**src/rtl/pipe_pkg.sv**
```systemverilog
// Shared definitions for the MIPS inter-stage pipeline registers.
// Provides the default bundle widths, the all-zero NOP control word, the
// control-bundle field layout and a helper that sizes occupancy counters.
package pipe_pkg;

  localparam int DEF_DATA_W = 32;
  localparam int DEF_CTRL_W = 24;
  localparam int DEF_DEPTH  = 1;
  localparam int DEF_SKID   = 1;

  // An all-zero control word is a bubble: no memory or register side effects.
  localparam logic [DEF_CTRL_W-1:0] NOP_CTRL = '0;

  // Control bundle layout, LSB first: mem_write is bit 0, bhw sits at [15:14].
  typedef struct packed {
    logic [7:0] rsvd;
    logic [1:0] bhw;
    logic [2:0] branch;
    logic [3:0] alu_control;
    logic       alu_b_src;
    logic       alu_a_src;
    logic       reg_dest;
    logic       mem_to_reg;
    logic       reg_write;
    logic       mem_read;
    logic       mem_write;
  } ctrl_t;

  // Counter width able to hold 0..depth+skid.
  function automatic int occ_width(input int depth, input int skid);
    return $clog2(depth + skid + 1);
  endfunction

endpackage

```
**src/rtl/pipe_slot.sv**
```systemverilog
// One pipeline register slot: valid flag, control bundle and data bundle.
// Ports:
//   clk, rst            clock, async active-high reset
//   flush               clear valid and control (data holds)
//   load                capture load_ctrl/load_data and mark valid
//   drain               slot handed its beat onward without a refill
//   load_ctrl/load_data incoming bundle
//   valid/ctrl/data     registered slot contents
// Priority: rst > flush > load > drain. Control is zeroed whenever the slot
// goes empty so an invalid slot never carries a live control word.
module pipe_slot
  import pipe_pkg::*;
#(
  parameter int DATA_W = DEF_DATA_W,
  parameter int CTRL_W = DEF_CTRL_W
) (
  input  logic              clk,
  input  logic              rst,
  input  logic              flush,
  input  logic              load,
  input  logic              drain,
  input  logic [CTRL_W-1:0] load_ctrl,
  input  logic [DATA_W-1:0] load_data,
  output logic              valid,
  output logic [CTRL_W-1:0] ctrl,
  output logic [DATA_W-1:0] data
);

  always_ff @(posedge clk or posedge rst) begin
    if (rst) begin
      valid <= 1'b0;
      ctrl  <= CTRL_W'(NOP_CTRL);
      data  <= '0;
    end else if (flush) begin
      valid <= 1'b0;
      ctrl  <= CTRL_W'(NOP_CTRL);
    end else if (load) begin
      valid <= 1'b1;
      ctrl  <= load_ctrl;
      data  <= load_data;
    end else if (drain) begin
      valid <= 1'b0;
      ctrl  <= CTRL_W'(NOP_CTRL);
    end
  end

endmodule

```
**src/rtl/elastic_pipe_stage.sv**
```systemverilog
// Elastic inter-stage pipeline register (IF/ID, ID/EX, EX/MEM, MEM/WB).
// DEPTH slots in series with a bubble-collapsing valid/ready chain, an
// optional one-entry input skid slot (SKID=1) that makes in_ready a flop,
// synchronous flush and an occupancy counter.
// Ports:
//   clk, rst                       clock, async active-high reset
//   in_valid/in_ready              upstream handshake
//   in_ctrl/in_data                upstream bundles
//   flush                          kill every held beat at the next edge
//   out_valid/out_ready            downstream handshake (out_ready low = stall)
//   out_ctrl/out_data              last-slot bundles, ctrl forced to NOP when empty
//   occupancy                      beats held across slots and skid
module elastic_pipe_stage
  import pipe_pkg::*;
#(
  parameter int DATA_W = DEF_DATA_W,
  parameter int CTRL_W = DEF_CTRL_W,
  parameter int DEPTH  = DEF_DEPTH,
  parameter int SKID   = DEF_SKID
) (
  input  logic                              clk,
  input  logic                              rst,
  input  logic                              in_valid,
  output logic                              in_ready,
  input  logic [CTRL_W-1:0]                 in_ctrl,
  input  logic [DATA_W-1:0]                 in_data,
  input  logic                              flush,
  output logic                              out_valid,
  input  logic                              out_ready,
  output logic [CTRL_W-1:0]                 out_ctrl,
  output logic [DATA_W-1:0]                 out_data,
  output logic [occ_width(DEPTH, SKID)-1:0] occupancy
);

  localparam int CNT_W = occ_width(DEPTH, SKID);

  logic              slot_valid [DEPTH];
  logic [CTRL_W-1:0] slot_ctrl  [DEPTH];
  logic [DATA_W-1:0] slot_data  [DEPTH];
  logic [DEPTH-1:0]  slot_adv;
  logic              head_ready;

  // Beat offered to slot 0 (either the skid entry or the input port).
  logic              src_valid;
  logic [CTRL_W-1:0] src_ctrl;
  logic [DATA_W-1:0] src_data;

  logic in_fire;
  logic out_fire;

  // Ready ripples from the output back to slot 0. A slot can advance when
  // the slot after it is empty or itself advancing; an empty slot is always
  // ready, which lets bubbles absorb a stall instead of propagating it.
  always_comb begin : ready_chain
    logic chain;
    chain    = out_ready;
    slot_adv = '0;
    for (int i = DEPTH - 1; i >= 0; i--) begin
      slot_adv[i] = slot_valid[i] & chain;
      chain       = chain | ~slot_valid[i];
    end
    head_ready = chain;
  end

  for (genvar i = 0; i < DEPTH; i++) begin : g_slot
    logic              load;
    logic [CTRL_W-1:0] load_ctrl;
    logic [DATA_W-1:0] load_data;

    if (i == 0) begin : g_head
      assign load      = src_valid & head_ready;
      assign load_ctrl = src_ctrl;
      assign load_data = src_data;
    end else begin : g_body
      assign load      = slot_adv[i-1];
      assign load_ctrl = slot_ctrl[i-1];
      assign load_data = slot_data[i-1];
    end

    pipe_slot #(
      .DATA_W (DATA_W),
      .CTRL_W (CTRL_W)
    ) u_slot (
      .clk       (clk),
      .rst       (rst),
      .flush     (flush),
      .load      (load),
      .drain     (slot_adv[i]),
      .load_ctrl (load_ctrl),
      .load_data (load_data),
      .valid     (slot_valid[i]),
      .ctrl      (slot_ctrl[i]),
      .data      (slot_data[i])
    );
  end

  if (SKID != 0) begin : g_skid
    logic              skid_valid;
    logic [CTRL_W-1:0] skid_ctrl;
    logic [DATA_W-1:0] skid_data;
    logic              skid_load;
    logic              skid_drain;

    // While the skid holds a beat in_ready is low, so the skid always feeds
    // slot 0 ahead of any newer beat and order is preserved.
    assign skid_load  = in_valid & ~skid_valid & ~head_ready;
    assign skid_drain = skid_valid & head_ready;

    pipe_slot #(
      .DATA_W (DATA_W),
      .CTRL_W (CTRL_W)
    ) u_skid (
      .clk       (clk),
      .rst       (rst),
      .flush     (flush),
      .load      (skid_load),
      .drain     (skid_drain),
      .load_ctrl (in_ctrl),
      .load_data (in_data),
      .valid     (skid_valid),
      .ctrl      (skid_ctrl),
      .data      (skid_data)
    );

    assign in_ready  = ~skid_valid;
    assign src_valid = skid_valid | in_valid;
    assign src_ctrl  = skid_valid ? skid_ctrl : in_ctrl;
    assign src_data  = skid_valid ? skid_data : in_data;
  end else begin : g_no_skid
    assign in_ready  = head_ready;
    assign src_valid = in_valid;
    assign src_ctrl  = in_ctrl;
    assign src_data  = in_data;
  end

  assign in_fire  = in_valid & in_ready;
  assign out_fire = out_valid & out_ready;

  always_ff @(posedge clk or posedge rst) begin
    if (rst) begin
      occupancy <= '0;
    end else if (flush) begin
      occupancy <= '0;
    end else begin
      case ({in_fire, out_fire})
        2'b10:   occupancy <= occupancy + CNT_W'(1);
        2'b01:   occupancy <= occupancy - CNT_W'(1);
        default: occupancy <= occupancy;
      endcase
    end
  end

  assign out_valid = slot_valid[DEPTH-1];
  assign out_ctrl  = out_valid ? slot_ctrl[DEPTH-1] : CTRL_W'(NOP_CTRL);
  assign out_data  = slot_data[DEPTH-1];

endmodule
```
**config.mk**
```make
export PLATFORM = sky130hd
export DESIGN_NAME = elastic_pipe_stage
export DESIGN_NICKNAME = d
export VERILOG_FILES = /design/src/rtl/pipe_pkg.sv /design/src/rtl/pipe_slot.sv /design/src/rtl/elastic_pipe_stage.sv
export SDC_FILE = /design/constraint.sdc
export NUM_CORES = 1
export LEC_CHECK = 0
export ABC_AREA = 0
export BUFFER_PORTS_ARGS = -buffer_cell sky130_fd_sc_hd__buf_4
export CORE_ASPECT_RATIO = 0.5
export CORE_MARGIN = 3
export CORE_UTILIZATION = 53
export DETAILED_ROUTE_END_ITERATION = 7
export PLACE_DENSITY = 0.79
export SYNTH_ARGS = -nofsm -noshare
export SYNTH_HDL_FRONTEND = slang
export SYNTH_SLANG_ARGS = --single-unit
```
**constraint.sdc**
```tcl
create_clock -name clk -period 4.45 [get_ports clk]
set_input_delay 0.445 -clock clk [delete_from_list [all_inputs] [get_ports clk]]
set_output_delay 0.445 -clock clk [all_outputs]
set_load 0.01 [all_outputs]
```
---- After elaboration in Yosys (flattened, before gate mapping) ----
Index checks and enable logic that the tools add are counted.
storage, ports and cells
  flip-flop bits (word level) ............. 116
  input port bits ......................... 61
  output and inout port bits .............. 60
cells by class
  add/subtract/negate cells ............... 2
  equal/unequal tests ..................... 2
  multiplexer cells ....................... 17
  bitwise logic cells ..................... 11
  reduce and logical (&&, ||, !) cells .... 5
operator list
  kind                                                 number
  two-way mux 24 bit                                   8
  two-way mux 32 bit                                   1
  nonzero test 3 bit                                   3
  two-way mux 1 bit                                    6
  AND 1 bit                                            5
  NOT 1 bit                                            4
  case mux 2 bit (2 select lines)                      1
  AND reduction 2 bit                                  2
  adder 2 x 1 -> 2 bit, second input constant          1
  equality test 2 x 1 -> 1 bit, second input constant  1
  equality test 2 bit, second input constant           1
  two-way mux 2 bit                                    1
  OR 1 bit                                             2
  subtractor 2 x 1 -> 2 bit, second input constant     1

---- Longest topological paths before layout ----
  word-level depth ........................ 6
  mapped depth ............................ 7

---- Modules after synthesis ----
From an unflattened synthesis, not the netlist that was laid out.
second synthesis, totals
  cells, all modules ...................... 478
  area, all modules ....................... 6042.0 um2
modules (own cells, without submodules)
  module              times used  cells an instance  area each (um2)  sequential area each (um2)
  pipe_slot           2           183                2514.9           1426.4
  elastic_pipe_stage  1           112                1012.2           50.0

---- Worst setup path before layout ----
Ideal clock, no wire load.
  kind .................................... reg-to-reg
  start ................................... register g_skid.u_skid.valid
  end ..................................... register g_skid.u_skid.data[10]
  library setup time ...................... 125 ps
  data arrival time ....................... 1531 ps
  required time ........................... 4325 ps
  slack ................................... 2795 ps
  cell stages (with the launch flop) ...... 7
  buffers on the path ..................... 3
  clock period less this slack ............ 1655 ps
  path through ............................ dfrtp_1 > buf_2 > nor2b_2 > nor2b_1 > buf_2 > buf_4 > mux2_2
between the ends
  cells in the longest elaborated chain, start to end .. 4
ends and longest elaborated chain
  element                               line                       source
  start: declaration                    pipe_slot.sv:24            output logic valid,
  start signal: assignment              pipe_slot.sv:31            valid <= 1'b0;
  start signal: assignment              pipe_slot.sv:35            valid <= 1'b0;
  start signal: assignment              pipe_slot.sv:38            valid <= 1'b1;
  NOT 1 bit                             elastic_pipe_stage.sv:106  assign skid_load = in_valid & ~skid_valid & ~head_ready;
  AND 1 bit (2 in a row)                elastic_pipe_stage.sv:106
  AND reduction 2 bit (no source line)  --
  end signal: assignment                pipe_slot.sv:40            data <= load_data;
  end: declaration                      pipe_slot.sv:26            output logic [DATA_W-1:0] data
Every way passes these cells.
A chain may end at the register's enable or synchronous reset.

---- Worst setup path after layout ----
  start ................................... register g_skid.u_skid.valid
  end ..................................... register g_skid.u_skid.data[13]
The elaborated chain is that of the path after synthesis.

==> metrics.md <==
| Metric | Value |
|---|---|
| Status | `complete, no violations` |
| Synthesis-to-finish area growth | `31.6%` |
| R2R Setup Slk | `1.51 ns` |
| Final period utilization | `66.1%` |
| Largest family of logic cells by synthesized area | `multiplexers` |
| Floorplan row count | `24` |
| CTS tree | `yes` |
| Initial antenna violation count | `0` |
| Area taken by multi-input logic gates | `2010 sq um` |
| Die width | `144 um` |
| Die area | `10,800 sq um` |
| WL met1 | `5030 um` |
| Total number of vias | `3,389` |
| Worst-path clk slew | `0.05 ns` |
| Post-Syn Area per Cell | `12.9 sq um` |
| FMAX | `340 MHz` |
| Max-slew violations | `0` |
| Leak | `0.00308 uW` |
| Synth unique cells | `27` |
| Routability congestion estimate | `0.828` |
| Layout cells sized above 1 | `39.7%` |
| Leading cell types in the layout, fill and taps excluded | `123 x buf_4, 115 x dfrtp_1, 56 x mux2i_1, 34 x nand2_1, 33 x o21ai_0` |
| First drt pass iteration count | `6` |
| Xor/xnor share of the synthesized area | `0.347%` |
| Global Route Usage Sum | `20.9%` |
| Synth Register Bits | `116` |
| Crit Reg-Reg Startpoint | `g_skid.u_skid.valid` |
| R2R depth | `3` |
| Cells after synthesis | `392` |
| Number of max-cap violations | `0` |
| Starting Density | `56.2%` |
| VDD IR max | `0.000321 V` |
| Non-Filler Instances | `634` |
| I/O Pins | `121` |
| Sequential cell area | `2910 sq um` |
| Slowest stage delay, CP | `1.03 ns` |
| Sequential power share | `41.0%` |
| Design area | `6640 sq um` |
| Filler cells | `615` |
| Clock latency on the worst-skew pair | `0.40 ns` |
| Worst r2r dst | `g_skid.u_skid.data[13]` |
| Port Buffer Count | `120` |
| ANT cells | `0` |
| CTS Buf Count | `17` |
| Syn Std Cell Area | `5050 sq um` |
| Worst Hold End | `g_skid.u_skid.data[7]` |
| Syn_nets | `453` |
| Critical Path RT | `4.74 ns` |
| Clock group share of total power | `46.0%` |
| Critical path capture point type | `register` |
| Comb pwr share | `13.0%` |
| Mux cell area share after synthesis | `18.2%` |
| Seq/Total Area, Yosys | `57.5%` |
| HP Start | `in_data[7]` |
| Slowest CP cell | `nor2b_4` |
| Post-DP HPWL | `6850 um` |
| Hold Crit Class | `input pin to register` |
| Compound-Gate Fraction of Synth Area | `13.4%` |
| WL met3 | `535 um` |
| Pint | `2450 uW` |
| Fin. Hold Viols | `0` |
| Initial detailed-routing violation count | `188` |
| Yosys warnings | `0` |
| First-pass GRT wire length | `17,300 um` |
| Worst Tran Pin Value | `1.19 ns` |
| CP Launch Type | `register` |
| Simple-gate portion of the synthesized area | `7.34%` |
| Max H-tree Level | `4` |
| Critical path fanouts, max | `60` |
| Core Area | `8980 sq um` |
| Post-CTS Resized | `0` |
| Final setup viols | `0` |
| CP Class | `register to register` |
| Sum Neg Setup Slack | `0 ns` |
| Sw frac | `23.2%` |
| Final Core Density | `74.0%` |
| Vias in the first global route | `3,411` |
| Pin count of the biggest net entering global routing | `86` |
| Highest routed layer | `met4` |
| Clk_skew | `0.00959 ns` |
| Crit path arrival time | `3.23 ns` |
| CTS Root Cell | `clkbuf_16` |
| CTS Buffer Depth | `2` |
| RSZ-0062 raised after global routing | `false` |
| DRT Wirelength | `10,900 um` |
| Power per cell area | `479 nW/um^2` |
| # DRC | `0` |
| NetSw | `738 uW` |
| Grt total ovfl | `0` |
| Min Tclk post-route | `2.94 ns` |
| Post-placement cell area | `6000 sq um` |
| Commonest non-fill, non-tap cell in the layout | `buf_4` |
| Die H | `75.0 um` |
| DR WL/cell | `17.3 um` |
| Start point of the critical path | `g_skid.u_skid.valid` |
| Via-per-instance ratio | `5.35` |
| Max_slew headroom | `20.8%` |
| Post-CTS setup buffers | `0` |
| Hold path depth | `2` |
| # hold bufs at CTS | `0` |
| Layout Nets | `566` |
| Placed instance count | `603` |
| DR WL met2 | `5310 um` |
| Synth Area in Adders | `0%` |
| CP cell instances | `nor2b_2, nor2b_4, mux2_2` |
| Routed Antenna Nets | `0` |
| CTS Sinks | `116` |
==> cell families after synthesis <==
family,after synthesis
flops,116
compound gates,83
mux,88
simple gates,72
buf+inv,31
xor+xnor,2
==> worst max-delay path: cells and delay by family (launching register included) <==
family | cells | cell delay (ns)
flops | 1 | 0.85
simple gates | 2 | 1.52
mux | 1 | 0.43
==> per-stage QoR <==
stage	power, uW	hold WS (ns)	setup slack, ns
5_1_grt	3320	0.275	1.37
6_report	3180	0.280	1.51
4_1_cts	3210	0.269	1.51
3_5_place_dp	1740	0.466	1.54
3_3_place_gp	1720	0.463	1.61
2_1_floorplan	1540	0.448	0.933
==> cell usage after synthesis, drive strengths merged <==
library cell / instances / area [sq um]
nor2b: 2 / 15.0
mux2: 32 / 360
dfrtp: 116 / 2900
buf: 21 / 123
nor3b: 1 / 7.51
a22o: 24 / 210
a211oi: 1 / 12.5
mux2i: 56 / 561
or3: 1 / 6.26
clkbuf: 8 / 30.0
and3: 1 / 6.26
o2bb2ai: 24 / 273
o21ai: 33 / 165
o41ai: 1 / 16.3
nand2b: 2 / 22.5
nor2: 4 / 15.0
and2: 24 / 150
inv: 2 / 7.51
and2b: 1 / 10.0
nand2: 34 / 128
xnor2: 2 / 17.5
nor3: 2 / 10.0
==> power by group through the flow <==
stage / Combinational (uW) / Sequential (uW) / Clock [uW]
detailed placement: 417 / 1320 / 0
global route: 455 / 1330 / 1540
global placement: 404 / 1320 / 0
finish: 414 / 1310 / 1460
floorplan: 221 / 1320 / 0
CTS: 420 / 1310 / 1480
==> worst max-delay path by stage <==
stage / end / slack (ns) / cells after the start
after global routing: g_skid.u_skid.data[12] / 1.37 / 3
after CTS: g_skid.u_skid.data[0] / 1.51 / 3
final: g_skid.u_skid.data[13] / 1.51 / 3
after global placement: g_skid.u_skid.data[8] / 1.61 / 3
after floorplan: g_skid.u_skid.ctrl[0] / 0.93 / 1
after detailed placement: g_skid.u_skid.data[0] / 1.54 / 3
==> final cells by class <==
class | count | share of cell area (%)
Clock buffer | 23 | 7.50
Clock inverter | 8 | 2.20
Inverter | 2 | 0.151
Multi-Input combinational cell | 245 | 30.3
Sequential cell | 116 | 43.7
Tap cell | 117 | 2.20
Timing Repair Buffer | 123 | 13.9
==> registers in the layout, summed over array words and instances, names as in the netlist <==
signal and count:
g_skid.u_skid.data 32, g_slot.u_slot.ctrl 24, g_skid.u_skid.valid 1, g_slot.u_slot.data 32, g_slot.u_slot.valid 1, g_skid.u_skid.ctrl 24, occupancy 2
==> layer usage <==
| metal | global-route usage (%) | vias to the layer above |
|---|---|---|
| met1 | 28.4 | 1674 |
| met3 | 4.89 | 9 |
| met4 | 7.20 | 0 |
| met5 | 0 | - |
| li1 | - | 1629 |
| met2 | 34.0 | 77 |
Power figures use the tool's default switching activity.
